## src/rtl/debounce_scheduler_pkg.sv

```systemverilog
// Shared types and constants for the switch debounce / event scheduler block.
// Imported by the scheduler top and by anything decoding its event port.
package debounce_scheduler_pkg;

  typedef enum logic {
    S_IDLE    = 1'b0,
    S_PRESENT = 1'b1
  } evt_state_e;

  localparam logic EVT_PRESS   = 1'b1;
  localparam logic EVT_RELEASE = 1'b0;

endpackage

```

## src/rtl/debounce_scheduler_rr_arbiter.sv

```systemverilog
// Combinational round-robin picker: first set request at or after ptr, wrapping mod N.
// Purely combinational; the caller owns the pointer register.
module rr_arbiter #(
  parameter int N = 4
) (
  input  logic [N-1:0]         req,
  input  logic [$clog2(N)-1:0] ptr,
  output logic [$clog2(N)-1:0] grant,
  output logic                 any
);

  localparam int CW = $clog2(N);

  logic [CW-1:0] idx;

  // NOTE: every variable written here gets a default first, so no path can leave
  // one unassigned and infer a latch.
  always_comb begin
    grant = '0;
    any   = 1'b0;
    idx   = '0;
    for (int k = 0; k < N; k++) begin
      idx = CW'((int'(ptr) + k) % N);
      if (!any && req[idx]) begin
        any   = 1'b1;
        grant = idx;
      end
    end
  end

endmodule

```

## src/rtl/up_counter.sv

```systemverilog
// Free-running up counter with synchronous clear and enable.
// Used as the shared sample-tick source for the debouncer.
module up_counter #(
  parameter int WIDTH = 16
) (
  input  logic             clk,
  input  logic             rst,
  input  logic             count_en,
  input  logic             clr,
  output logic [WIDTH-1:0] count
);

  // NOTE: sequential state is written only with non-blocking assignments so every
  // flop samples the pre-edge values regardless of process ordering.
  always_ff @(posedge clk) begin
    if (rst)           count <= '0;
    else if (clr)      count <= '0;
    else if (count_en) count <= count + 1'b1;
  end

endmodule

```

## src/rtl/debounce_scheduler.sv

```systemverilog
// Debounces N switches off one shared sample tick and serialises their debounced
// edges as press/release events over a valid/ready port with round-robin fairness.
module debounce_scheduler
  import debounce_scheduler_pkg::*;
#(
  parameter int N      = 4,
  parameter int WIDTH  = 16,
  parameter int WAIT   = 10000,
  parameter int STABLE = 4
) (
  input  logic                 clk,
  input  logic                 rst,
  input  logic [N-1:0]         in,
  output logic [N-1:0]         state,
  output logic                 evt_valid,
  input  logic                 evt_ready,
  output logic [$clog2(N)-1:0] evt_chan,
  output logic                 evt_level,
  output logic [N-1:0]         ovf,
  input  logic                 ovf_clr
);

  localparam int CW = $clog2(N);
  localparam int SW = $clog2(STABLE + 1);

  logic [WIDTH-1:0] count;
  logic             tick;

  logic [N-1:0]  sync1, sync2;
  logic [SW-1:0] stab [N];
  logic [N-1:0]  accept;
  logic [N-1:0]  pending, plevel;
  logic [N-1:0]  take_mask;

  evt_state_e    fsm, fsm_next;
  logic [CW-1:0] ptr, ptr_next, chan_next, grant;
  logic          level_next, take, any;

  up_counter #(.WIDTH(WIDTH)) u_tick (
    .clk      (clk),
    .rst      (rst),
    .count_en (1'b1),
    .clr      (tick),
    .count    (count)
  );

  assign tick = (count == WIDTH'(WAIT - 1));

  always_ff @(posedge clk) begin
    if (rst) begin
      sync1 <= '0;
      sync2 <= '0;
    end else begin
      sync1 <= in;
      sync2 <= sync1;
    end
  end

  // A channel flips on the tick that brings its run of differing samples to STABLE.
  always_comb begin
    accept = '0;
    for (int i = 0; i < N; i++)
      accept[i] = tick && (sync2[i] != state[i]) && (stab[i] == SW'(STABLE - 1));
  end

  assign take_mask = take ? (N'(1) << grant) : '0;

  // NOTE: the stab array is small and its contents matter after reset, so it is
  // reset like any other register rather than treated as uninitialised storage.
  always_ff @(posedge clk) begin
    if (rst) begin
      state   <= '0;
      pending <= '0;
      plevel  <= '0;
      ovf     <= '0;
      for (int i = 0; i < N; i++) stab[i] <= '0;
    end else begin
      for (int i = 0; i < N; i++) begin
        if (tick) begin
          if (sync2[i] == state[i] || accept[i]) stab[i] <= '0;
          else                                   stab[i] <= stab[i] + 1'b1;
        end
        if (accept[i]) plevel[i] <= sync2[i];
      end
      state   <= state ^ accept;
      pending <= (pending & ~take_mask) | accept;
      // An event just handed to the FSM this cycle is not lost, so it is no overflow.
      ovf     <= (ovf_clr ? '0 : ovf) | (accept & pending & ~take_mask);
    end
  end

  rr_arbiter #(.N(N)) u_arb (
    .req   (pending),
    .ptr   (ptr),
    .grant (grant),
    .any   (any)
  );

  always_ff @(posedge clk) begin
    if (rst) begin
      fsm       <= S_IDLE;
      ptr       <= '0;
      evt_chan  <= '0;
      evt_level <= 1'b0;
    end else begin
      fsm       <= fsm_next;
      ptr       <= ptr_next;
      evt_chan  <= chan_next;
      evt_level <= level_next;
    end
  end

  always_comb begin
    fsm_next   = fsm;
    ptr_next   = ptr;
    chan_next  = evt_chan;
    level_next = evt_level;
    take       = 1'b0;
    case (fsm)
      S_IDLE: begin
        if (any) begin
          take       = 1'b1;
          chan_next  = grant;
          level_next = plevel[grant];
          fsm_next   = S_PRESENT;
        end
      end
      S_PRESENT: begin
        if (evt_ready) begin
          fsm_next = S_IDLE;
          ptr_next = (evt_chan == CW'(N - 1)) ? '0 : evt_chan + 1'b1;
        end
      end
      default: fsm_next = S_IDLE;
    endcase
  end

  assign evt_valid = (fsm == S_PRESENT);

endmodule
```

## config.mk

```make
export PLATFORM = sky130hd
export DESIGN_NAME = debounce_scheduler
export DESIGN_NICKNAME = d
export VERILOG_FILES = /design/src/rtl/debounce_scheduler_pkg.sv /design/src/rtl/debounce_scheduler_rr_arbiter.sv /design/src/rtl/up_counter.sv /design/src/rtl/debounce_scheduler.sv
export SDC_FILE = /design/constraint.sdc
export NUM_CORES = 1
export LEC_CHECK = 0
export CORE_UTILIZATION = 54
export CTS_CLUSTER_DIAMETER = 50
export DETAILED_ROUTE_END_ITERATION = 8
export DONT_BUFFER_PORTS = 1
export PLACE_DENSITY_LB_ADDON = 0.1
export REMOVE_ABC_BUFFERS = 1
export SYNTH_ARGS = -nofsm -noshare
export SYNTH_HDL_FRONTEND = slang
export SYNTH_SLANG_ARGS = --single-unit
export TNS_END_PERCENT = 30
```

## constraint.sdc

```tcl
create_clock -name clk -period 5.6 [get_ports clk]
set_clock_uncertainty 0.15 [all_clocks]
set_input_delay 1.68 -clock clk [delete_from_list [all_inputs] [get_ports clk]]
set_output_delay 1.68 -clock clk [all_outputs]
set_load 0.1 [all_outputs]
```

Word level (Yosys, flattened, before mapping)
Memories as Yosys holds them, arrays and structs flattened.
Cells that the tools add are included.
Widths: inputs -> output; s select.
- bits in writable memories: 12
- memories: 1
- register bits: 46
- bits of input ports: 8
- memory bits (read-only): 0
- bits in latches: 0
- output and inout port bits: 12
- logic and storage cells: 148
- memories (name ; words ; bits a word ; rd ports ; clocked after Yosys merged registers in ; wr ports ; RTL line ; source):
    stab ; 4 ; 3 ; 4 ; 0 ; 4 ; debounce_scheduler.sv:30 ; logic [SW-1:0] stab [N];
- divide/modulo/power cells: 0
- multiplexer cells: 67
- multiply operators: 0
- bitwise logic cells: 16
- equal/unequal tests: 14
- reduce and logical (&&, ||, !) cells: 21
- shift-type cells: 1
- $lt $le $gt $ge: 5
- $add $sub $neg: 9
- operator list (cell ; number):
    $mux 1 ; 46
    $mux 3 ; 8
    $add 16x1->16 const B ; 1
    $eq 16x14->1 const B ; 1
    $lt 2x3->1 const B ; 5
    $add 3x1->3 const B ; 4
    $and 4x4->4 ; 3
    $eq 3x2->1 const B ; 4
    $logic_and 1x1->1 ; 11
    $bmux 1 s2 ; 5
    $mux 2 ; 5
    $mux 4 ; 2
    $or 1x1->1 ; 8
    $or 4x4->4 ; 2
    $add 2x1->2 const B ; 2
    $add 2x2->2 const B ; 2
    $eq 1x1->1 ; 4
    $logic_or 1x1->1 ; 4
    $ne 1x1->1 ; 4
    $not 4->4 ; 1
    $reduce_and 2->1 ; 2
    $shl 1x2->4 const A ; 1
    $xor 4x4->4 ; 1
    $logic_not 1->1 ; 3
    4 further kinds ; 4

Logic depth before layout (Yosys ltp)
- depth after elaboration: 18
- mapped depth: 7
- gate-level depth less buffers: 6

Modules after synthesis
A second synthesis with hierarchy kept.
- cells, all modules: 284
- area total of the unflattened synthesis: 2716.4 µm²
- by module, submodules not included (module ; area each (µm²) ; cells an instance ; seq. area each (µm²) ; instances):
    debounce_scheduler ; 1858.0 ; 183 ; 960.9 ; 1
    up_counter ; 780.7 ; 86 ; 320.3 ; 1
    rr_arbiter ; 77.6 ; 15 ; 0.0 ; 1

Least setup slack after synthesis
No wires, ideal clock.
- kind: reg-to-output
- start point: register state[3]
- end point: output port state[3]
- data arrival time: 968 ps
- slack: 2802 ps
- stages on the path, launching flop included: 1
- data required time: 3770 ps
- path buffers: 0
- cells stage by stage: dfxtp_1
- RTL lines (element ; RTL line ; source):
    start: declaration ; debounce_scheduler.sv:14 ; output logic [N-1:0] state,
    start signal: assignment ; debounce_scheduler.sv:85 ; state <= state ^ accept;
No word-level cell between the ends.

Final worst setup path
- start point: register fsm (netlist: evt_valid)
- end point: output port evt_valid
- RTL lines (element ; RTL line ; source):
    start: declaration ; debounce_scheduler.sv:35 ; evt_state_e fsm, fsm_next;
    start signal: assignment ; debounce_scheduler.sv:106 ; fsm <= fsm_next;
    end: declaration ; debounce_scheduler.sv:15 ; output logic evt_valid,
No word-level cell between the ends.

==> flow_summary.ini <==
[cts]
cts_resized = 0
cts_tree = built
clkTransAtPathRegs_ns = 0.06
cts_root_buf = clkbuf_8
cts_htree_levels = 3
cts_buffer_depth = 2
post-cts-setup-buffers = 0
ctsHoldBuffers = 0
cts_buffers = 9
clk_latency_ns = 0.33
cts.sinks = 58

[status]
outcome = complete, no violations

[power_and_ir_drop]
netSwitchingFraction_pct = 21.4
pwr-share-comb_pct = 1.9
seq_power_share_pct = 56.5
clkPwrFrac_pct = 41.6
ir_drop_mv = 0.200
leakagePower_uw = 0.00108
netSwitchingPower_uw = 165
intPower_uw = 608
powerDensity_mw_per_mm2 = 286

[critical_path]
criticalPathCategory = reg -> out
worst_ep_required_time_ns = 3.77
cp-start-kind = flip-flop
r2r_setup_slack_ns = 3.22
worstPathMaxFanout = 9
cp-end-kind = primary output
arrival_ns = 1.43

[grt]
track_usage_pct = 19.3
grt_pass1_wl_um = 7230
grt_pass1_vias = 1593
overflow = 0
grt_antenna_before_repair = 0
grt_max_degree = 41

[timing]
finalSetupViolCount = 0
fin_crit_ns = 3.26
max_slew_margin_pct = 22.5
setup_tns_ns = 0
clock.fmax_ghz = 0.307
rsz0062_at_grt = no
tightest_slew_ns = 1.16
period_share_pct = 58.2
final_max_slew_viol_count = 0
hold_viol_final = 0

[placement]
gp_congestion = 0.755
numPortBuffers = 0
post-dp-hpwl_um = 2770

[routing]
first_pass_iters = 4
avgViaCountPerCell = 5.22
wl_um = 4030
via_count = 1629
wire_per_inst_um = 12.9
ant_nets = 0
drc = 0
drt_iter0_drc = 63

[logic_synthesis]
ys.warnings.count = 0
yosys.area.top_type_share_pct = 36.4
netlist_instances = 252
ys_seq_area_share_pct = 50.7
avgSynthCellArea_um2 = 10.0
syn-cell-area_mm2 = 0.00253
synth_top_area_cell = dfxtp_1
synth.distinct_cells = 41
ys_seq_elements = 58
ys_top_cells_by_area = dfxtp_1 36%, edfxtp_1 14%, nor2_1 7.0%, ha_1 5.0%, xnor2_1 4.5%

[min_path]
holdCritPathClass = reg -> reg

[cells_and_area]
final_common_cell = nor2_1
final_nets = 273
utilization_pct = 61.3
area_delta_synth_final_pct = 7.08
nFillCells = 373
regArea_mm2 = 0.00128
diodes = 0
drive_gt1_share_pct = 10.4
final_cell_mix = 47 x nor2_1, 46 x dfxtp_1, 16 x inv_1
multi_input_area_mm2 = 0.00114

[die]
core-area_mm2 = 0.00441
die_y_um = 70.4
die_area_mm2 = 0.00496
placementRows = 24
fp.dieW_um = 70.4
initial_utilization_pct = 57.3
num_io_pins = 20

[flow_run]
drv_cap = 0
==> flip-flops by register name (all words and copies together), names as in the netlist <==
signal,cells
ovf,4
sync2,4
state,4
evt_level,1
evt_valid,1
pending,4
sync1,4
ptr,2
stab,12
plevel,4
evt_chan,2
u_tick.count,16
==> per-layer routing <==
layer  vias up  track usage, %  share of wire [%]
li1        874               -                  -
met1       729            25.0                 50
met2        19            27.6                 44
met3         7            8.66                4.5
met4         0            8.67                1.6
met5         -               0                  0
==> stage by stage <==
step / instances / hold WS (ns) / setup slack, ns / instance area, um2 / total power (uW)
2_1_floorplan: 244 / 0.264 / 2.74 / 2480 / 457
3_3_place_gp: 296 / 0.269 / 2.71 / 2540 / 460
3_5_place_dp: 296 / 0.274 / 2.69 / 2540 / 461
4_1_cts: 312 / 0.293 / 2.32 / 2710 / 787
5_1_grt: 312 / 0.308 / 2.29 / 2710 / 809
6_report: 312 / 0.287 / 2.34 / 2710 / 773
==> kinds of logic (layout without fill, tap and decap cells) <==
group | after synthesis | in the layout | synth area share (%)
flops | 58 | 58 | 50.7
compound gates | 23 | 23 | 5.89
mux | 7 | 7 | 2.77
xor+xnor | 22 | 22 | 7.62
simple gates | 108 | 108 | 23.8
buf+inv | 24 | 32 | 4.31
fa+ha+maj | 10 | 10 | 4.95
==> power groups by stage <==
stage	sequential, uW	clock (uW)	combinational, uW
after floorplan	445	0	12.2
final	437	322	14.5
after global routing	438	354	17.2
after global placement	446	0	14.5
after CTS	437	335	14.9
after detailed placement	446	0	14.7
==> layout make-up <==
class,count,share of cell area [%]
clock buffer,12,5.36
clock inverter,4,0.647
inverter,16,2.22
multi-input combinational,170,42.0
sequential,58,47.3
tap,52,2.40
==> synthesized netlist by cell type (all sizes together) <==
| cell type | number |
|---|---|
| xnor2 | 13 |
| nor2 | 47 |
| nand4 | 6 |
| nand2b | 3 |
| a211o | 1 |
| o221ai | 1 |
| a211oi | 1 |
| nor3 | 5 |
| a21oi | 10 |
| nand3 | 7 |
| nand3b | 4 |
| or4b | 2 |
| xor2 | 9 |
| ha | 10 |
| nor4 | 2 |
| nor2b | 8 |
| o31ai | 8 |
| clkbuf | 6 |
| dfxtp | 46 |
| nand2 | 7 |
| and2 | 1 |
| and3 | 4 |
| or3b | 3 |
| or2 | 2 |
| edfxtp | 12 |
| a22oi | 1 |
| nor3b | 1 |
| mux2i | 7 |
| inv | 16 |
| or4 | 5 |
| o22ai | 1 |
| or3 | 1 |
| buf | 2 |
==> final timing paths <==
check                                startpoint  cells after the start         end
worst max-delay path                  evt_valid                      0   evt_valid
worst min-delay path                   sync1[1]                      1    sync2[1]
worst max register to register  u_tick.count[6]                      3  stab[0][0]
worst min register to register         sync1[1]                      1    sync2[1]
Power figures use the tool's default switching activity.
